[config.mk]
export PLATFORM = sky130hd
export DESIGN_NAME = sig_dump_ctrl
export DESIGN_NICKNAME = d
export VERILOG_FILES = /design/src/rtl/sig_dump_pkg.sv /design/src/rtl/sig_watchdog.sv /design/src/rtl/sig_dump_ctrl.sv
export SDC_FILE = /design/constraint.sdc
export NUM_CORES = 1
export LEC_CHECK = 0
export BUFFER_PORTS_ARGS = -buffer_cell sky130_fd_sc_hd__buf_2
export CORE_MARGIN = 2
export CORE_UTILIZATION = 53
export DETAILED_ROUTE_END_ITERATION = 7
export MAX_ROUTING_LAYER = met4
export PLACE_DENSITY = 0.9
export SLEW_MARGIN = 20
export SYNTH_ARGS = -nofsm -noshare
export SYNTH_HDL_FRONTEND = slang
export SYNTH_SLANG_ARGS = --single-unit
[constraint.sdc]
create_clock -name clk -period 8.03 [get_ports clk]
set_clock_uncertainty 0.05 [all_clocks]
set_input_delay 1.606 -clock clk [delete_from_list [all_inputs] [get_ports clk]]
set_output_delay 1.606 -clock clk [all_outputs]
set_load 0.01 [all_outputs]
[src/rtl/sig_dump_pkg.sv]
// Shared types and constants for the compliance-run signature dump controller.
package sig_dump_pkg;

  typedef enum logic [2:0] {
    RUN,
    DRAIN,
    RD_REQ,
    RD_CAP,
    STREAM,
    DONE
  } state_e;

  localparam int          WORD_BYTES          = 4;
  localparam logic [15:0] DEFAULT_TOHOST_ADDR = 16'h1000;

endpackage

[src/rtl/sig_watchdog.sv]
// Enabled cycle counter that pulses hit_o on the TERM-th enabled cycle.
module sig_watchdog #(
  parameter int TERM  = 200,
  parameter int CNT_W = $clog2(TERM + 1)
) (
  input  logic clk,
  input  logic reset,
  input  logic clr_i,
  input  logic en_i,
  output logic hit_o
);

  localparam logic [CNT_W-1:0] LAST = CNT_W'(TERM - 1);

  logic [CNT_W-1:0] count_q, count_d;

  always_comb begin
    count_d = count_q;
    if (clr_i) begin
      count_d = '0;
    end else if (en_i) begin
      count_d = count_q + CNT_W'(1);
    end
  end

  always_ff @(posedge clk) begin
    if (reset) begin
      count_q <= '0;
    end else begin
      count_q <= count_d;
    end
  end

  assign hit_o = en_i && !clr_i && (count_q == LAST);

endmodule

[src/rtl/sig_dump_ctrl.sv]
// Halts the core on a TOHOST store (or watchdog expiry), then streams the
// signature window out of DMEM one word at a time over valid/ready.
module sig_dump_ctrl
  import sig_dump_pkg::*;
#(
  parameter int                ADDR_W         = 16,
  parameter int                DATA_W         = 32,
  parameter logic [ADDR_W-1:0] TOHOST_ADDR    = DEFAULT_TOHOST_ADDR,
  parameter int                TIMEOUT_CYCLES = 200,
  parameter int                DRAIN_CYCLES   = 4
) (
  input  logic              clk,
  input  logic              reset,
  input  logic              snoop_we,
  input  logic [ADDR_W-1:0] snoop_addr,
  input  logic [DATA_W-1:0] snoop_wdata,
  input  logic [ADDR_W-1:0] sig_begin,
  input  logic [ADDR_W-1:0] sig_end,
  output logic              core_halt,
  output logic              rd_en,
  output logic [ADDR_W-1:0] rd_addr,
  input  logic [DATA_W-1:0] rd_data,
  output logic              sig_valid,
  input  logic              sig_ready,
  output logic [DATA_W-1:0] sig_data,
  output logic              sig_last,
  output logic              done,
  output logic              timeout,
  output logic              pass
);

  state_e            state_q, state_d;
  logic [ADDR_W-1:0] ptr_q, ptr_d, end_q, end_d;
  logic [DATA_W-1:0] data_q, data_d;
  logic              valid_q, valid_d, last_q, last_d;
  logic              halt_q, halt_d, timeout_q, timeout_d, pass_q, pass_d;
  logic              in_run, in_drain, tohost_hit, wd_hit, drain_hit;
  logic [ADDR_W-1:0] ptr_next;

  assign in_run     = (state_q == RUN);
  assign in_drain   = (state_q == DRAIN);
  assign tohost_hit = in_run && snoop_we && (snoop_addr == TOHOST_ADDR);
  assign ptr_next   = ptr_q + ADDR_W'(WORD_BYTES);

  sig_watchdog #(.TERM(TIMEOUT_CYCLES)) u_timeout (
    .clk   (clk),
    .reset (reset),
    .clr_i (1'b0),
    .en_i  (in_run),
    .hit_o (wd_hit)
  );

  sig_watchdog #(.TERM(DRAIN_CYCLES)) u_drain (
    .clk   (clk),
    .reset (reset),
    .clr_i (!in_drain),
    .en_i  (in_drain),
    .hit_o (drain_hit)
  );

  always_comb begin
    state_d   = state_q;
    ptr_d     = ptr_q;
    end_d     = end_q;
    data_d    = data_q;
    valid_d   = valid_q;
    last_d    = last_q;
    halt_d    = halt_q;
    timeout_d = timeout_q;
    pass_d    = pass_q;
    unique case (state_q)
      RUN: begin
        // A TOHOST store takes priority over a coincident watchdog expiry.
        if (tohost_hit) begin
          pass_d = (snoop_wdata == DATA_W'(1));
        end else if (wd_hit) begin
          timeout_d = 1'b1;
        end
        if (tohost_hit || wd_hit) begin
          ptr_d   = sig_begin;
          end_d   = sig_end;
          halt_d  = 1'b1;
          state_d = DRAIN;
        end
      end
      DRAIN: begin
        if (drain_hit) begin
          state_d = (end_q <= ptr_q) ? DONE : RD_REQ;
        end
      end
      RD_REQ: state_d = RD_CAP;
      RD_CAP: begin
        data_d  = rd_data;
        valid_d = 1'b1;
        last_d  = (ptr_next >= end_q);
        state_d = STREAM;
      end
      STREAM: begin
        if (sig_ready) begin
          valid_d = 1'b0;
          ptr_d   = ptr_next;
          state_d = last_q ? DONE : RD_REQ;
        end
      end
      DONE:    state_d = DONE;
      default: state_d = RUN;
    endcase
  end

  always_ff @(posedge clk) begin
    if (reset) begin
      state_q   <= RUN;
      ptr_q     <= '0;
      end_q     <= '0;
      data_q    <= '0;
      valid_q   <= 1'b0;
      last_q    <= 1'b0;
      halt_q    <= 1'b0;
      timeout_q <= 1'b0;
      pass_q    <= 1'b0;
    end else begin
      state_q   <= state_d;
      ptr_q     <= ptr_d;
      end_q     <= end_d;
      data_q    <= data_d;
      valid_q   <= valid_d;
      last_q    <= last_d;
      halt_q    <= halt_d;
      timeout_q <= timeout_d;
      pass_q    <= pass_d;
    end
  end

  assign core_halt = halt_q;
  assign rd_en     = (state_q == RD_REQ);
  assign rd_addr   = ptr_q;
  assign sig_valid = valid_q;
  assign sig_data  = data_q;
  assign sig_last  = last_q;
  assign done      = (state_q == DONE);
  assign timeout   = timeout_q;
  assign pass      = pass_q;

endmodule

==> results.ini, run 1 <==
[sta]
drv_slew = 0
max_freq_ghz = 0.3071
fin_crit_sh = 0.4055
rsz0062_at_grt = false
final.setup.tns_ps = 0
relSlewSlack = 0.3958
timing.final.setup_violations = 0
finalHoldWorstSlack_ps = 386.1
worst_pin_slew_ps = 902.4
final_hold_viol_count = 0
finalCriticalPeriod_ps = 3256

[detailed_routing]
drt_first_pass_iters = 4
initialDrtViolationCount = 266
vias = 4500
route.detailed.vias_per_inst = 5.455
postRouteAntennaNets = 0
dr_drc_count = 0
routed_wirelength_um = 11880
route.detailed.wl_per_inst_um = 14.40

[worst_setup_path]
crit_path_max_fanout = 43
critical_path.startpoint_type = input port
critical_path_class = in2reg
reg2reg_to = sig_last
reg2regPathDepth = 11
r2r_start = rd_addr[5]
worst-endpoint-required_ps = 8180
worstSetupEndpointType = register
worst_ep_arrival_time_ps = 3410
rrSetupSlack_ps = 4820

[pwr]
cellInternalPower_w = 0.0006402
power_density_nw_per_um2 = 154.7
vdd_ir_drop_max_uv = 119.5
total_leakage_power_nw = 2.440
combPwrFrac = 0.092
switching_share = 0.2511
clockPowerShare = 0.407
p_sw_w = 0.0002146
part_of_the_total_power_dissipated_in_sequential_elements = 0.501

[clock_network]
clock_latency_ps = 350
ctsLongestPathBuffers = 2
tritoncts.num_buffers = 9
clock_tree_from_tritoncts = done
cts_resized = 0
postCtsHoldBufs = 0
clk_pin_slew_ps = 90
cts_setup_buffers = 0
ctsHtreeMaxLevel = 3
clk_root_buf = sky130_fd_sc_hd__clkbuf_8
clock-sinks = 83

[finish]
drive_above_1_share = 0.2819
final_net_count = 867
diodes_inserted = 0
area_growth_syn_to_layout_pct = 24.18
fillCellCount = 712
layout_commonest_cell = sky130_fd_sc_hd__buf_2
commonest_non_fill_non_tap_cells_in_the_layout = sky130_fd_sc_hd__buf_2, sky130_fd_sc_hd__nand2_1, sky130_fd_sc_hd__dfxtp_1, sky130_fd_sc_hd__a21oi_1, sky130_fd_sc_hd__nor2_1

[global_route]
grt.overflow.total = 0
antenna_found_initial = 0
grt_pass1_wl_um = 18870
grt_pass1_vias = 4277
grt_use_total = 0.2696
grt_max_degree = 84

[die]
design.portCount = 171
die_width_um = 95.63
std_cell_rows = 33
die_footprint_um2 = 9144
initial_utilization = 0.5442
die-height_um = 95.63
core_region_area_um2 = 8175

[logic_synthesis]
synth.net_count = 712
yosys_warnings = 0
ys_top_cells_by_area = sky130_fd_sc_hd__dfxtp_1, sky130_fd_sc_hd__ha_1, sky130_fd_sc_hd__a21oi_1, sky130_fd_sc_hd__nand2_1, sky130_fd_sc_hd__nor2_1
syn_avg_cell_area_um2 = 7.945
cell_count_after_synthesis = 560
synth_enable_flop_cells = 0
synthDominantCellAreaShare = 0.3735
postSynth.topFlopCell = sky130_fd_sc_hd__dfxtp_1
synth.ff_latch_count = 83
netlist.top_cell.by_area = sky130_fd_sc_hd__dfxtp_1
post_synth_instance_area_um2 = 4449
ys_seq_area_frac = 0.3735
synthArstFlopShare = 0
yosysUniqueCellTypes = 59

[worst_hold_path]
hold_path_end = u_drain.count_q[0]
hold_start = u_drain.count_q[0]
hold_depth = 1
worstHoldPathType = reg2reg

[placed_design]
portBuffers = 170
place_hpwl_um = 8968
place_congestion = 0.9619

[outcome]
status = completed

[run]
drv_cap = 0

power by group through the flow:
stage | Clock [W] | Sequential [W] | Combinational [W]
2_1_floorplan | 0 | 0.000434 | 0.0000449
3_3_place_gp | 0 | 0.000437 | 0.0000756
3_5_place_dp | 0 | 0.000438 | 0.0000786
4_1_cts | 0.000354 | 0.000428 | 0.0000793
5_1_grt | 0.000370 | 0.000429 | 0.0000887
6_report | 0.000348 | 0.000428 | 0.0000789
logic make-up after synthesis:
group | Yosys count | share of synthesized area
XOR/XNOR | 19 | 0.03740
AO/OA/AOI/OAI | 120 | 0.1662
flip-flops | 83 | 0.3735
multiplexers | 6 | 0.01350
AND/OR/NAND/NOR | 231 | 0.2418
buffers and inverters | 65 | 0.06637
adder cells (fa/ha/maj) | 36 | 0.1012
sequential cells by signal, indices dropped and copies added (netlist names):
signal	cells
end_q	16
core_halt	1
timeout	1
sig_data	32
sig_valid	1
rd_addr	16
u_drain.count_q	3
u_timeout.count_q	8
sig_last	1
state_q	3
pass	1
worst max-delay path, cell delays in order:
cell	delay (ps)
sky130_fd_sc_hd__buf_2	100
sky130_fd_sc_hd__nor4_1	320
sky130_fd_sc_hd__nand2_1	160
sky130_fd_sc_hd__o31ai_4	180
sky130_fd_sc_hd__buf_4	430
sky130_fd_sc_hd__nor2_1	230
sky130_fd_sc_hd__o21ai_0	270
sky130_fd_sc_hd__a21oi_1	90
area by class of cell:
cell class | count | area [um^2] | area share
clock inverter | 7 | 106.4 | 0.01925
clock buffer | 9 | 123.9 | 0.02242
tap | 105 | 131.4 | 0.02378
multi-input combinational | 412 | 2494 | 0.4513
inverter | 36 | 135.1 | 0.02446
sequential | 83 | 1662 | 0.3007
timing repair buffer | 173 | 873.3 | 0.1581
synthesized netlist by cell type, types with 2 or more instances:
master,instances
sky130_fd_sc_hd__nor2_1,72
sky130_fd_sc_hd__o32ai_1,3
sky130_fd_sc_hd__nor4_1,10
sky130_fd_sc_hd__o21ai_0,9
sky130_fd_sc_hd__ha_1,36
sky130_fd_sc_hd__inv_1,36
sky130_fd_sc_hd__buf_2,2
sky130_fd_sc_hd__and2_1,3
sky130_fd_sc_hd__o21bai_1,2
sky130_fd_sc_hd__and3b_1,2
sky130_fd_sc_hd__o21a_1,2
sky130_fd_sc_hd__o221ai_1,2
sky130_fd_sc_hd__mux2i_1,6
sky130_fd_sc_hd__nand2b_1,2
sky130_fd_sc_hd__xor2_1,6
sky130_fd_sc_hd__nor4b_1,2
sky130_fd_sc_hd__a21o_1,6
sky130_fd_sc_hd__clkbuf_1,20
sky130_fd_sc_hd__nor3b_1,2
sky130_fd_sc_hd__buf_8,2
sky130_fd_sc_hd__nand4_1,7
sky130_fd_sc_hd__a31oi_1,2
sky130_fd_sc_hd__a2111oi_0,2
sky130_fd_sc_hd__dfxtp_1,83
sky130_fd_sc_hd__buf_6,2
sky130_fd_sc_hd__a211oi_1,4
sky130_fd_sc_hd__nor3_1,7
sky130_fd_sc_hd__xnor2_1,13
sky130_fd_sc_hd__and3_1,3
sky130_fd_sc_hd__or3_1,2
sky130_fd_sc_hd__buf_4,3
sky130_fd_sc_hd__nand3_1,16
sky130_fd_sc_hd__nand2_1,89
sky130_fd_sc_hd__nor2b_1,4
sky130_fd_sc_hd__a21oi_1,74
stage by stage:
step                      area (um^2)  std cells  worst slack (ps)  total power [W]    util
after floorplan                  4449        560              4962        0.0004786       -
after global placement           5294        809              4586        0.0005127  0.6475
after detailed placement         5295        809              4475        0.0005166  0.6477
after CTS                        5525        825              4850        0.0008613  0.6758
after global routing             5525        825              4552        0.0008882  0.6758
final                            5525        825              4774        0.0008548  0.6758
metal layers:
layer  vias to the layer above  global-route usage  share of wire
li1                       2222                   -              -
met1                      2093              0.3181           0.40
met2                       168              0.4627           0.51
met3                        17             0.04190          0.073
met4                         0              0.1000          0.016
met5                         -                   -              0
worst max path at each step:
| stage | startpoint | endpoint | slack (ps) | depth (start not counted) |
|---|---|---|---|---|
| 3_5_place_dp | snoop_addr[8] | rd_addr[7] | 4480 | 8 |
| 4_1_cts | snoop_addr[8] | rd_addr[7] | 4850 | 8 |
| 2_1_floorplan | snoop_addr[3] | rd_addr[3] | 4960 | 7 |
| 6_report | snoop_addr[8] | rd_addr[7] | 4770 | 8 |
| 5_1_grt | rd_addr[5] | sig_last | 4550 | 11 |
| 3_3_place_gp | snoop_addr[3] | rd_addr[8] | 4590 | 8 |
Note: power is estimated with default switching activity, not from simulation.
==> run 2: changes to the inputs <==
- CORE_UTILIZATION: 53 -> 49
- PLACE_DENSITY: 0.9 -> 0.84
- clock period: 8.03 -> 3 ns (I/O delays scaled with it)
==> run 2 against run 1 <==
Hold slack improved by 7.3 ps. Critical endpoint is now sig_last. Core utilization down 3.5 points. Combinational power rose to 2.7 times the previous value. Sequential power rose to 2.7 times the previous value. Global-route usage decreased by 2.4 points. Flip-flop and latch count stayed put. Setup slack got worse by 4600 ps. Highest routed layer unchanged. Clock-buffer cell count unchanged. Via count shrank 2.0%.
==> results.ini, run 2 (same netlist as run 1, synthesis figures left out) <==
[die]
die-height_um = 99.29  ; was 95.63 um
std_cell_rows = 34  ; was 33
die_width_um = 99.29  ; was 95.63 um
die_footprint_um2 = 9859  ; was 9144 um^2
design.portCount = 171  ; unchanged
initial_utilization = 0.5077  ; was 0.5442
core_region_area_um2 = 8763  ; was 8175 um^2

[outcome]
status = completed  ; unchanged

[global_route]
grt_pass1_vias = 4231  ; was 4277
grt.overflow.total = 0  ; unchanged
grt_use_total = 0.2457  ; was 0.2696
grt_pass1_wl_um = 19220  ; was 18870 um
antenna_found_initial = 0  ; unchanged
grt_max_degree = 38  ; was 84

[finish]
largest_register_ffs = 32  ; unchanged
commonest_non_fill_non_tap_cells_in_the_layout = sky130_fd_sc_hd__buf_2, sky130_fd_sc_hd__nand2_1, sky130_fd_sc_hd__dfxtp_1, sky130_fd_sc_hd__a21oi_1, sky130_fd_sc_hd__nor2_1  ; unchanged
fillCellCount = 774  ; was 712
layout_commonest_cell = sky130_fd_sc_hd__buf_2  ; unchanged
diodes_inserted = 0  ; unchanged
drive_above_1_share = 0.2985  ; was 0.2819
final_net_count = 874  ; was 867
area_growth_syn_to_layout_pct = 26.24  ; was 24.18%
postLayoutCoreUtil = 0.6409  ; was 0.6758

[detailed_routing]
drt_first_pass_iters = 5  ; was 4
vias = 4412  ; was 4500
postRouteAntennaNets = 0  ; unchanged
dr_drc_count = 0  ; unchanged
initialDrtViolationCount = 223  ; was 266
route.detailed.wl_per_inst_um = 14.10  ; was 14.40 um
routed_wirelength_um = 11770  ; was 11880 um
route.detailed.vias_per_inst = 5.284  ; was 5.455

[worst_setup_path]
buffers_inverters_on_critical_path = 0  ; was 2
worstSetupEndpointType = register  ; unchanged
path_delay_family = simple AND/OR/NAND/NOR gates  ; unchanged
crit_path_max_fanout = 5  ; was 43
cp_cell_sequence = and3_1, and3_1, nand3_2, nor3_4, xnor2_1, ha_1, nand4_1, o21ai_0, or3_1, a2111oi_2, a2111oi_0  ; was buf_2, nor4_1, nand2_1, o31ai_4, buf_4, nor2_1, o21ai_0, a21oi_1
cpMaxStageDelayCell = sky130_fd_sc_hd__dfxtp_2  ; was sky130_fd_sc_hd__buf_4
worst-endpoint-required_ps = 3170  ; was 8180 ps
critical_path.max_stage_delay_ps = 370  ; was 430 ps
critPathMostFrequentCell = sky130_fd_sc_hd__and3_1
worst_ep_arrival_time_ps = 2970  ; was 3410 ps
critical_path_class = reg2reg  ; was in2reg
critical_path.startpoint_type = register  ; was input port

[sta]
fin_crit_sh = 0.9304
drv_slew = 0  ; unchanged
worst_slack_ps = 208.8  ; was 4774 ps
timing.final.setup_violations = 0  ; unchanged
rsz0062_at_grt = false  ; unchanged
finalHoldWorstSlack_ps = 393.4  ; was 386.1 ps
max_freq_ghz = 0.3583
final_hold_viol_count = 0  ; unchanged
relSlewSlack = 0.3911  ; was 0.3958
worst_pin_slew_ps = 913.3  ; was 902.4 ps
finalCriticalPeriod_ps = 2791
final.setup.tns_ps = 0  ; unchanged

[clock_network]
cts_resized = 0  ; unchanged
clock_latency_ps = 350  ; about the same
clk_pin_slew_ps = 90  ; about the same
cts_setup_buffers = 0  ; unchanged
tritoncts.num_buffers = 9  ; unchanged
postCtsHoldBufs = 0  ; unchanged
ctsHtreeMaxLevel = 3  ; unchanged
clock_tree_from_tritoncts = done  ; unchanged
ctsLongestPathBuffers = 2  ; unchanged
clk_root_buf = sky130_fd_sc_hd__clkbuf_8  ; unchanged
clock-sinks = 83  ; unchanged

[run]
drv_cap = 0  ; unchanged

[placed_design]
place_congestion = 0.9289  ; was 0.9619
placement.setup.worst_slack_ps = 123.2  ; was 4475 ps
portBuffers = 170  ; unchanged
place_hpwl_um = 9043  ; was 8968 um

[pwr]
power_density_nw_per_um2 = 406.3  ; was 154.7 nW/um^2
vdd_ir_drop_max_uv = 355.3  ; was 119.5 uV
total_leakage_power_nw = 2.505  ; was 2.440 nW

[worst_hold_path]
worstHoldPathType = reg2reg  ; unchanged

==> run 2: cell types whose count changed in the layout (fill, tap and decap cells not counted), sizes merged <==
cell / previous run / this run
buf: 173 / 180
==> run 2: worst register-to-register path, stage by stage (launching register included) <==
cell                        delay, ps
sky130_fd_sc_hd__dfxtp_2          370
sky130_fd_sc_hd__and3_1           200
sky130_fd_sc_hd__and3_1           220
sky130_fd_sc_hd__nand3_2          150
sky130_fd_sc_hd__nor3_4           250
sky130_fd_sc_hd__xnor2_1          150
sky130_fd_sc_hd__ha_1             260
sky130_fd_sc_hd__nand4_1           90
sky130_fd_sc_hd__o21ai_0           80
sky130_fd_sc_hd__or3_1            340
sky130_fd_sc_hd__a2111oi_2        340
sky130_fd_sc_hd__a2111oi_0        150
==> run 2: stage by stage <==
step	total power, W	cells	area [um^2]
after floorplan	0.001281	560	4449
after global placement	0.001372	819	5350
after detailed placement	0.001381	819	5350
after CTS	0.002301	835	5578
after global routing	0.002383	835	5617
final	0.002282	835	5617
==> run 2: area by class of cell <==
class,count,area [um^2],area share
well taps,108,135.1,0.02406
multi-input cells,412,2527,0.4500
clock inverters,7,103.9,0.01849
inverters,36,135.1,0.02406
repair buffers,180,925.9,0.1648
clock buffers,9,123.9,0.02205
flip-flops and latches,83,1665,0.2965
==> run 2: power by group <==
part           internal [W]  total, W  switching (W)
registers           0.00112   0.00115      0.0000259
clock network      0.000482  0.000926       0.000443
logic              0.000109  0.000210       0.000101
==> run 2: worst paths after layout <==
kind,start,end,slack (ps),cells past startpoint
worst min-delay path,u_drain.count_q[0],u_drain.count_q[0],390,1
worst max register to register,rd_addr[5],sig_last,210,11
worst min register to register,u_drain.count_q[0],u_drain.count_q[0],390,1
worst max-delay path,rd_addr[5],sig_last,210,11
==> run 2: metal layers <==
layer  wire length (um)  vias up  part of all wire  track usage
met2               5834      174              0.50       0.4111
met3                871       32             0.074      0.05973
met1               4709     1980              0.40       0.2882
li1                   -     2226                 -            -
met5                  0        -                 0            -
met4                359        0             0.030      0.08746
==> run 3: changes to the inputs <==
- CORE_UTILIZATION: 49 -> 45
- PLACE_DENSITY: 0.84 -> 0.78
==> run 3 against run 2 <==
Die area grew 8.5%. Critical path depth shrank 1. Wire length rose by 4.9%. Non-clock buffer count unchanged. Critical path type unchanged. Clock power decreased by 8.1%. Combinational power about the same. Power is 3.1% lower. Core utilization shrank 6.1 points. Register-to-register slack got worse by 140 ps. Sequential power about the same.
==> results.ini, run 3 (same netlist as run 1, synthesis figures left out) <==
[detailed_routing]
drt_first_pass_iters = 5  ; unchanged
vias = 4560  ; was 4412
routed_wirelength_um = 12350  ; was 11770 um
route.detailed.wl_per_inst_um = 14.36  ; was 14.10 um
postRouteAntennaNets = 0  ; unchanged
dr_drc_count = 0  ; unchanged
route.detailed.vias_per_inst = 5.302  ; was 5.284
initialDrtViolationCount = 222  ; was 223

[sta]
max_freq_ghz = 0.3412  ; was 0.3583 GHz
final_hold_viol_count = 0  ; unchanged
finalHoldWorstSlack_ps = 391.9  ; was 393.4 ps
relSlewSlack = 0.4328  ; was 0.3911
fin_crit_sh = 0.9768  ; was 0.9304
drv_slew = 0  ; unchanged
finalCriticalPeriod_ps = 2931  ; was 2791 ps
worst_slack_ps = 69.46  ; was 208.8 ps
timing.final.setup_violations = 0  ; unchanged
worst_pin_slew_ps = 850.8  ; was 913.3 ps

[clock_network]
postCtsHoldBufs = 0  ; unchanged
clock_latency_ps = 360  ; was 350 ps
clk_pin_slew_ps = 90  ; about the same
clock_tree_from_tritoncts = done  ; unchanged
clk_root_buf = sky130_fd_sc_hd__clkbuf_8  ; unchanged
ctsLongestPathBuffers = 2  ; unchanged
clock-sinks = 83  ; unchanged
ctsHtreeMaxLevel = 3  ; unchanged
tritoncts.num_buffers = 9  ; unchanged

[worst_setup_path]
worst-endpoint-required_ps = 3170  ; about the same
critical_path.startpoint_type = register  ; unchanged
crit_path_max_fanout = 6  ; was 5
r2r_start = rd_addr[3]  ; was rd_addr[5]
worst_ep_arrival_time_ps = 3100  ; was 2970 ps
critPathLaunch = rd_addr[3]  ; was rd_addr[5]
critical_path_class = reg2reg  ; unchanged
worstSetupEndpointType = register  ; unchanged

[finish]
fillCellCount = 890  ; was 774
layout_commonest_cell = sky130_fd_sc_hd__buf_2  ; unchanged
sequential_cell_area_um2 = 1664  ; was 1665 um^2
largest_register_ffs = 32  ; unchanged
commonest_non_fill_non_tap_cells_in_the_layout = sky130_fd_sc_hd__buf_2, sky130_fd_sc_hd__nand2_1, sky130_fd_sc_hd__dfxtp_1, sky130_fd_sc_hd__a21oi_1, sky130_fd_sc_hd__nor2_1  ; unchanged
diodes_inserted = 0  ; unchanged
drive_above_1_share = 0.2971  ; was 0.2985
final_net_count = 874  ; unchanged
area_growth_syn_to_layout_pct = 26.24  ; unchanged
multi_input_area_um2 = 2516  ; was 2527 um^2

[die]
die_footprint_um2 = 10700  ; was 9859 um^2
design.portCount = 171  ; unchanged
std_cell_rows = 36  ; was 34
die-height_um = 103.4  ; was 99.29 um
initial_utilization = 0.4594  ; was 0.5077
core_region_area_um2 = 9684  ; was 8763 um^2
die_width_um = 103.4  ; was 99.29 um

[pwr]
fin_total_pwr_w = 0.002212  ; was 0.002282 W
vdd_ir_drop_max_uv = 206.7  ; was 355.3 uV
power_density_nw_per_um2 = 393.8  ; was 406.3 nW/um^2
total_leakage_power_nw = 2.466  ; was 2.505 nW

[worst_hold_path]
hold_start = u_drain.count_q[0]  ; unchanged
worstHoldPathType = reg2reg  ; unchanged

[placed_design]
place_hpwl_um = 9357  ; was 9043 um
place_congestion = 0.9684  ; was 0.9289
placement.setup.worst_slack_ps = 131.3  ; was 123.2 ps
portBuffers = 170  ; unchanged

[global_route]
grt_use_total = 0.2315  ; was 0.2457
grt_max_degree = 42  ; was 38
antenna_found_initial = 0  ; unchanged
grt.overflow.total = 0  ; unchanged
grt_pass1_wl_um = 19000  ; was 19220 um
grt_pass1_vias = 4189  ; was 4231

[outcome]
status = completed  ; unchanged

[run]
drv_cap = 0  ; unchanged

[run 3: metrics by stage]
stage,util,setup TNS (ps),instance area (um^2),instances
2_1_floorplan,-,0,4449,560
3_3_place_gp,0.5549,0,5374,843
3_5_place_dp,0.5549,0,5374,843
4_1_cts,0.5765,0,5583,859
5_1_grt,0.5800,-11.06,5617,860
6_report,0.5800,0,5617,860
[run 3: path summary, 6_finish.rpt]
path	end	slack [ps]	cells past startpoint
min	u_drain.count_q[0]	390	1
max	sig_last	70	10
max reg2reg	sig_last	70	10
min reg2reg	u_drain.count_q[0]	390	1
[run 3: metal layers]
metal  up-vias  GRT usage  routed length, um
met1      2125     0.2691               4936
met2       176     0.3916               6311
met5         -          -                  0
li1       2232          -                  -
met4         0     0.1012                312
met3        27    0.04032                792
[run 3: what timing repair did]
action	4_1_cts	5_1_grt
buffers inserted	0	1
endpoints found under the hold margin	0	0
endpoints found under the setup margin	0	1
resized for setup	0	8
[run 3: final cells by class]
type	instances	area share
Inverter	36	0.02406
Multi-Input combinational cell	412	0.4480
Clock buffer	10	0.02450
Timing Repair Buffer	180	0.1648
Clock inverter	6	0.01270
Tap cell	133	0.02963
Sequential cell	83	0.2963
[run 3: where the power goes]
part	internal (W)	switching, W
sequential	0.00112	0.0000280
combinational	0.000109	0.000104
clock	0.000415	0.000436
[run 3: critical path, stage by stage, from the launching register on]
cell and delay, ps:
sky130_fd_sc_hd__dfxtp_1 420, sky130_fd_sc_hd__ha_2 250, sky130_fd_sc_hd__nand3_1 140, sky130_fd_sc_hd__nor3_1 270
sky130_fd_sc_hd__xnor2_1 180, sky130_fd_sc_hd__ha_1 310, sky130_fd_sc_hd__a21oi_1 180, sky130_fd_sc_hd__o21ai_0 90
sky130_fd_sc_hd__or3_1 350, sky130_fd_sc_hd__a2111oi_1 400, sky130_fd_sc_hd__a2111oi_0 170
